### src/rtl/fetch_queue.sv
// Instruction fetch queue: issues word-aligned fetches under a credit limit,
// buffers in-order responses with their PCs, and flushes on redirect.
module fetch_queue #(
   parameter int unsigned DEPTH    = 4,
   parameter logic [31:0] RESET_PC = 32'h0000_0000
) (
   input  logic        clk_i,
   input  logic        rst_i,
   input  logic        redirect_i,
   input  logic [31:0] redirect_pc_i,
   output logic        imem_req_valid_o,
   output logic [31:0] imem_req_addr_o,
   input  logic        imem_req_ready_i,
   input  logic        imem_rsp_valid_i,
   input  logic [31:0] imem_rsp_data_i,
   input  logic        stall_i,
   output logic        valid_o,
   output logic [31:0] pc_o,
   output logic [31:0] instr_o
);

   localparam int unsigned AW = (DEPTH > 1) ? $clog2(DEPTH) : 1;
   localparam int unsigned CW = AW + 1;

   logic [31:0]   fetch_pc_q, fetch_pc_d;
   logic [CW-1:0] count_q, count_d;
   logic [CW-1:0] inflight_q, inflight_d;
   logic [CW-1:0] drop_q, drop_d;
   logic [AW-1:0] q_head_q, q_head_d;
   logic [AW-1:0] q_tail_q, q_tail_d;
   logic [AW-1:0] pf_head_q, pf_head_d;
   logic [AW-1:0] pf_tail_q, pf_tail_d;

   logic [31:0] q_pc_mem    [DEPTH];
   logic [31:0] q_instr_mem [DEPTH];
   logic [31:0] pf_mem      [DEPTH];

   logic [CW:0] used;
   logic        accept;
   logic        rsp;
   logic        push;
   logic        pop;

   // Credits cover both buffered and outstanding words, so the queue can never overflow.
   assign used             = {1'b0, count_q} + {1'b0, inflight_q};
   assign imem_req_valid_o = !rst_i && !redirect_i && (used < (CW+1)'(DEPTH));
   assign imem_req_addr_o  = fetch_pc_q;

   assign accept = imem_req_valid_o && imem_req_ready_i;
   assign rsp    = imem_rsp_valid_i;
   assign push   = rsp && !redirect_i && (drop_q == '0);
   assign pop    = valid_o && !stall_i && !redirect_i;

   assign valid_o = !rst_i && (count_q != '0);
   assign pc_o    = valid_o ? q_pc_mem[q_head_q]    : 32'h0;
   assign instr_o = valid_o ? q_instr_mem[q_head_q] : 32'h0;

   always_comb begin
      fetch_pc_d = fetch_pc_q;
      count_d    = count_q;
      drop_d     = drop_q;
      q_head_d   = q_head_q;
      q_tail_d   = q_tail_q;
      pf_head_d  = pf_head_q;
      pf_tail_d  = pf_tail_q;
      inflight_d = inflight_q + CW'(accept) - CW'(rsp);

      if (accept) begin
         fetch_pc_d = fetch_pc_q + 32'd4;
         pf_tail_d  = pf_tail_q + AW'(1);
      end
      // The address FIFO pops on every response, dropped or kept, to stay aligned.
      if (rsp) pf_head_d = pf_head_q + AW'(1);

      if (redirect_i) begin
         count_d    = '0;
         q_head_d   = '0;
         q_tail_d   = '0;
         fetch_pc_d = redirect_pc_i & 32'hFFFF_FFFC;
         drop_d     = inflight_d;
      end else begin
         if (rsp && (drop_q != '0)) drop_d = drop_q - CW'(1);
         if (push) q_tail_d = q_tail_q + AW'(1);
         if (pop)  q_head_d = q_head_q + AW'(1);
         count_d = count_q + CW'(push) - CW'(pop);
      end
   end

   // NOTE: state registers use non-blocking assignments so every flop samples pre-edge values.
   always_ff @(posedge clk_i) begin
      if (rst_i) begin
         fetch_pc_q <= RESET_PC;
         count_q    <= '0;
         inflight_q <= '0;
         drop_q     <= '0;
         q_head_q   <= '0;
         q_tail_q   <= '0;
         pf_head_q  <= '0;
         pf_tail_q  <= '0;
      end else begin
         fetch_pc_q <= fetch_pc_d;
         count_q    <= count_d;
         inflight_q <= inflight_d;
         drop_q     <= drop_d;
         q_head_q   <= q_head_d;
         q_tail_q   <= q_tail_d;
         pf_head_q  <= pf_head_d;
         pf_tail_q  <= pf_tail_d;
      end
   end

   // NOTE: storage arrays are not reset; pointers and count define which entries are live.
   always_ff @(posedge clk_i) begin
      if (push) begin
         q_pc_mem[q_tail_q]    <= pf_mem[pf_head_q];
         q_instr_mem[q_tail_q] <= imem_rsp_data_i;
      end
      if (accept) pf_mem[pf_tail_q] <= fetch_pc_q;
   end

endmodule
### config.mk
export PLATFORM = sky130hd
export DESIGN_NAME = fetch_queue
export DESIGN_NICKNAME = d
export VERILOG_FILES = /design/src/rtl/fetch_queue.sv
export SDC_FILE = /design/constraint.sdc
export NUM_CORES = 1
export LEC_CHECK = 0
export ABC_AREA = 1
export CAP_MARGIN = 15
export CORE_MARGIN = 1.5
export CORE_UTILIZATION = 44
export DETAILED_ROUTE_END_ITERATION = 6
export GPL_TIMING_DRIVEN = 0
export HOLD_SLACK_MARGIN = 0.06
export SKIP_LAST_GASP = 1
export SLEW_MARGIN = 25
export SYNTH_ARGS = -nofsm -noshare
export SYNTH_HDL_FRONTEND = slang
export SYNTH_SLANG_ARGS = --single-unit
### constraint.sdc
create_clock -name clk_i -period 13.7 [get_ports clk_i]
set_input_delay 2.74 -clock clk_i [delete_from_list [all_inputs] [get_ports clk_i]]
set_output_delay 2.74 -clock clk_i [all_outputs]
set_load 0.02 [all_outputs]
==> implementation parameters <==
Parameter                              Value

Global route
  Tot GR Track Use    0.207
  Residual overflow from global routing    0
  Via count of the first global-routing pass    11700
  First-pass GRT wire length    65.7 mm
  Maximum number of pins on one net before global-route repair    22
  Initial antenna violation count    0

Place
  Detailed placer's ending HPWL    27.7 mm
  Input/output buffers    160
  Weighted congestion reported at the end of routability-driven placement    0.874

Run
  Max-cap violations    0

Routing
  Pre-antenna DRT Iters    5
  Mean routed wirelength per cell    18.0 um
  Ratio of routed vias to standard cells    5.11
  Met3 routed WL    2.44 mm
  Highest signal layer in the routed design    met4
  Antenna-violating nets left    0
  WL met2    19.7 mm
  Remaining design rule violation count    0
  Via count    11900
  DRT Wirelength    41.9 mm
  Wire length on met1    18.6 mm
  Initial DRC Count    704

Critical path
  Critical Path Start Type    input port
  Critical path peak fanout    10
  Cells along the critical path    clkdlybuf4s50_1 > buf_2 > inv_1 > nand2_2 > buf_2 > a21oi_1 > clkdlybuf4s50_1
  Class of the most critical setup path    input port to primary output
  Delay of the slowest cell on the worst path    0.69 ns
  Endpoint kind of the worst setup timing path    primary output
  Critical path data required time    10.96 ns
  Cell with the biggest individual delay on the critical path    clkdlybuf4s50_1
  Critical path arrival    5.28 ns

Timing
  Period Utilization, post-route    0.586
  Final hold viol count    0
  Final setup skew    0.0170 ns
  Tightest slew margin relative to the limit    0.537
  Final critical path time including I/O delays and setup    8.02 ns
  F_max    0.125 GHz
  Slew of the pin with the lowest slew margin    0.694 ns
  Setup-violating endpoint count in the final report    0
  RSZ-0062 raised after global routing    false
  Setup tns final    0 ns
  Fin. max-slew vios    0

Finish
  Final-stage net count    1869
  Area overhead of the layout relative to synthesis    24.7%
  Layout fillers    3257
  Multi-input combinational cell area    4510 um^2
  Layout Utilization    0.556
  Reg area    12100 um^2
  Layout cell share with drive strength beyond 1    0.0721
  Diodes inserted    0

Synth
  Post-synthesis instance area    17200 um^2
  Warnings from Yosys    0
  Number of standard cells after synthesis    1553
  Top_reg_cell synth    edfxtp_1
  Mapped Avg Cell Area    11.1 um^2
  Count of cell types in the netlist    38
  Post-synthesis sequential element count    419
  Sequential fraction of the synthesis area    0.700
  FFs w/ async S/R, synth    0
  Post-synth EDFFs    368

Clock network
  CTS H-Tree Depth    2
  Buffers inserted during post-CTS setup optimization    0
  Count of cells resized by post-cts repair    0
  Later-pin clock latency in the skew report    0.54 ns
  Clock transition at path regs    0.06 ns
  Post-CTS Hold Buffers    0
  Library cell used as clock root buffer    clkbuf_16
  Clock tree from TritonCTS    built
  Number of buffers between clock root and the deepest sink    3
  Inserted Clock Buffers    44
  Number of sinks on the clock net    419

Power
  Pwr dens    134 nW/um^2
  Leakage    7.49 nW
  Maximum resistive drop on vdd    0.0835 mV

Floorplanning
  Area of the core    38600 um^2
  Full die area    40400 um^2
  Overall die width    201 um
  Effective utilization at floorplan    0.446
  Floorplan die height    201 um
  Num ports    168
  # rows    72

Hold path
  Min-Delay Path Class    flip-flop to flip-flop

Run status
  Status    finished clean
==> worst max-delay path: cells and delay by family <==
kind,cells,cell delay (ns)
AND/OR/NAND/NOR,1,0.28
AO/OA/AOI/OAI,1,0.32
buffers and inverters,5,1.92
==> layer usage <==
metal | global-route usage | vias up
met3 | 0.0294 | 77
met4 | 0.0671 | 0
met5 | 0 | -
met1 | 0.282 | 5599
met2 | 0.345 | 418
li1 | - | 5838
==> synth_stat cells (all sizes together) (3+ instances only) <==
| library cell | instances | area share |
|---|---|---|
| inv | 93 | 0.020 |
| o21ai | 208 | 0.060 |
| a31oi | 4 | 0.0015 |
| buf | 30 | 0.010 |
| clkbuf | 53 | 0.012 |
| nand3 | 55 | 0.016 |
| nor3 | 3 | 0.0018 |
| nor2 | 376 | 0.083 |
| edfxtp | 368 | 0.64 |
| dfxtp | 51 | 0.059 |
| o22ai | 30 | 0.011 |
| xnor2 | 5 | 0.0025 |
| nand4 | 4 | 0.0015 |
| nand2 | 149 | 0.033 |
| xor2 | 4 | 0.0020 |
| a21oi | 91 | 0.026 |
| ha | 17 | 0.012 |
==> state kept, by name, summed over array words and instances, names as in the netlist, named ones only <==
register and cells:
drop_q 3, imem_req_addr_o 30, q_instr_mem 128, pf_mem 120
pf_head_q 2, q_head_q 2, q_pc_mem 120, inflight_q 3
q_tail_q 2, count_q 3, pf_tail_q 2
==> placed cells by master, fill, tap and decap left out, types with 5 or more instances in the layout <==
cell type	synthesis	final
buf_16	0	12
xnor2_1	5	5
edfxtp_1	368	368
buf_12	0	6
ha_1	17	17
nor2_4	0	8
a21oi_1	91	91
nand2_1	147	147
inv_1	91	91
clkbuf_1	53	60
o21ai_0	207	207
clkdlybuf4s50_1	0	160
dfxtp_1	51	51
o22ai_1	30	30
nand3_1	54	54
buf_2	19	19
bufinv_16	0	6
clkbuf_16	0	45
nor2_1	373	365
clkinv_2	0	10
clkinv_1	1	9
==> metrics by stage <==
stage / area, um^2 / setup slack (ns) / power (mW) / std cells / hold slack (ns)
after floorplan: 17300 / 7.31 / 1.60 / 1556 / 0.412
after global placement: 19500 / 4.48 / 1.69 / 2234 / 0.432
after detailed placement: 20000 / 5.71 / 1.70 / 2252 / 0.445
after CTS: 21500 / 5.69 / 2.91 / 2334 / 0.450
after global routing: 21500 / 5.63 / 2.98 / 2334 / 0.461
final: 21500 / 5.68 / 2.88 / 2334 / 0.449
==> layout make-up <==
class	instances	area share
Tap cell	518	0.0302
Timing Repair Buffer	178	0.0955
Inverter	94	0.0164
Clock inverter	27	0.0133
Clock buffer	55	0.0555
Multi-Input combinational cell	960	0.210
Sequential cell	419	0.562
Buffer	83	0.0173
==> path summary, 6_finish.rpt <==
path                        startpoint                   endpoint  slack [ns]  cells past startpoint
max                              rst_i                   pc_o[19]        5.68                      7
min          pf_head_q[1]$_SDFFE_PP0P_  pf_head_q[1]$_SDFFE_PP0P_        0.45                      1
max reg2reg      count_q[1]$_SDFF_PP0_     drop_q[2]$_SDFFE_PP0P_       10.70                     13
min reg2reg  pf_head_q[1]$_SDFFE_PP0P_  pf_head_q[1]$_SDFFE_PP0P_        0.45                      1
==> cells by family (layout without fill, tap and decap cells) <==
logic type,Yosys count,in the layout,share of synthesized area
and+or+nand+nor,591,591,0.137
DFF,419,419,0.700
AOI/OAI and AO/OA,337,337,0.101
buffers and inverters,177,437,0.0421
adders and majority gates,19,19,0.0147
xor gates and xnor gates,9,9,0.00457
other,1,4,0.000218
==> report_power, final <==
| part | internal [mW] | switching (mW) | total, mW |
|---|---|---|---|
| clock | 0.731 | 0.474 | 1.21 |
| combinational | 0.0816 | 0.131 | 0.213 |
| sequential | 1.44 | 0.0272 | 1.46 |
Note: power is estimated with default switching activity, not from simulation.
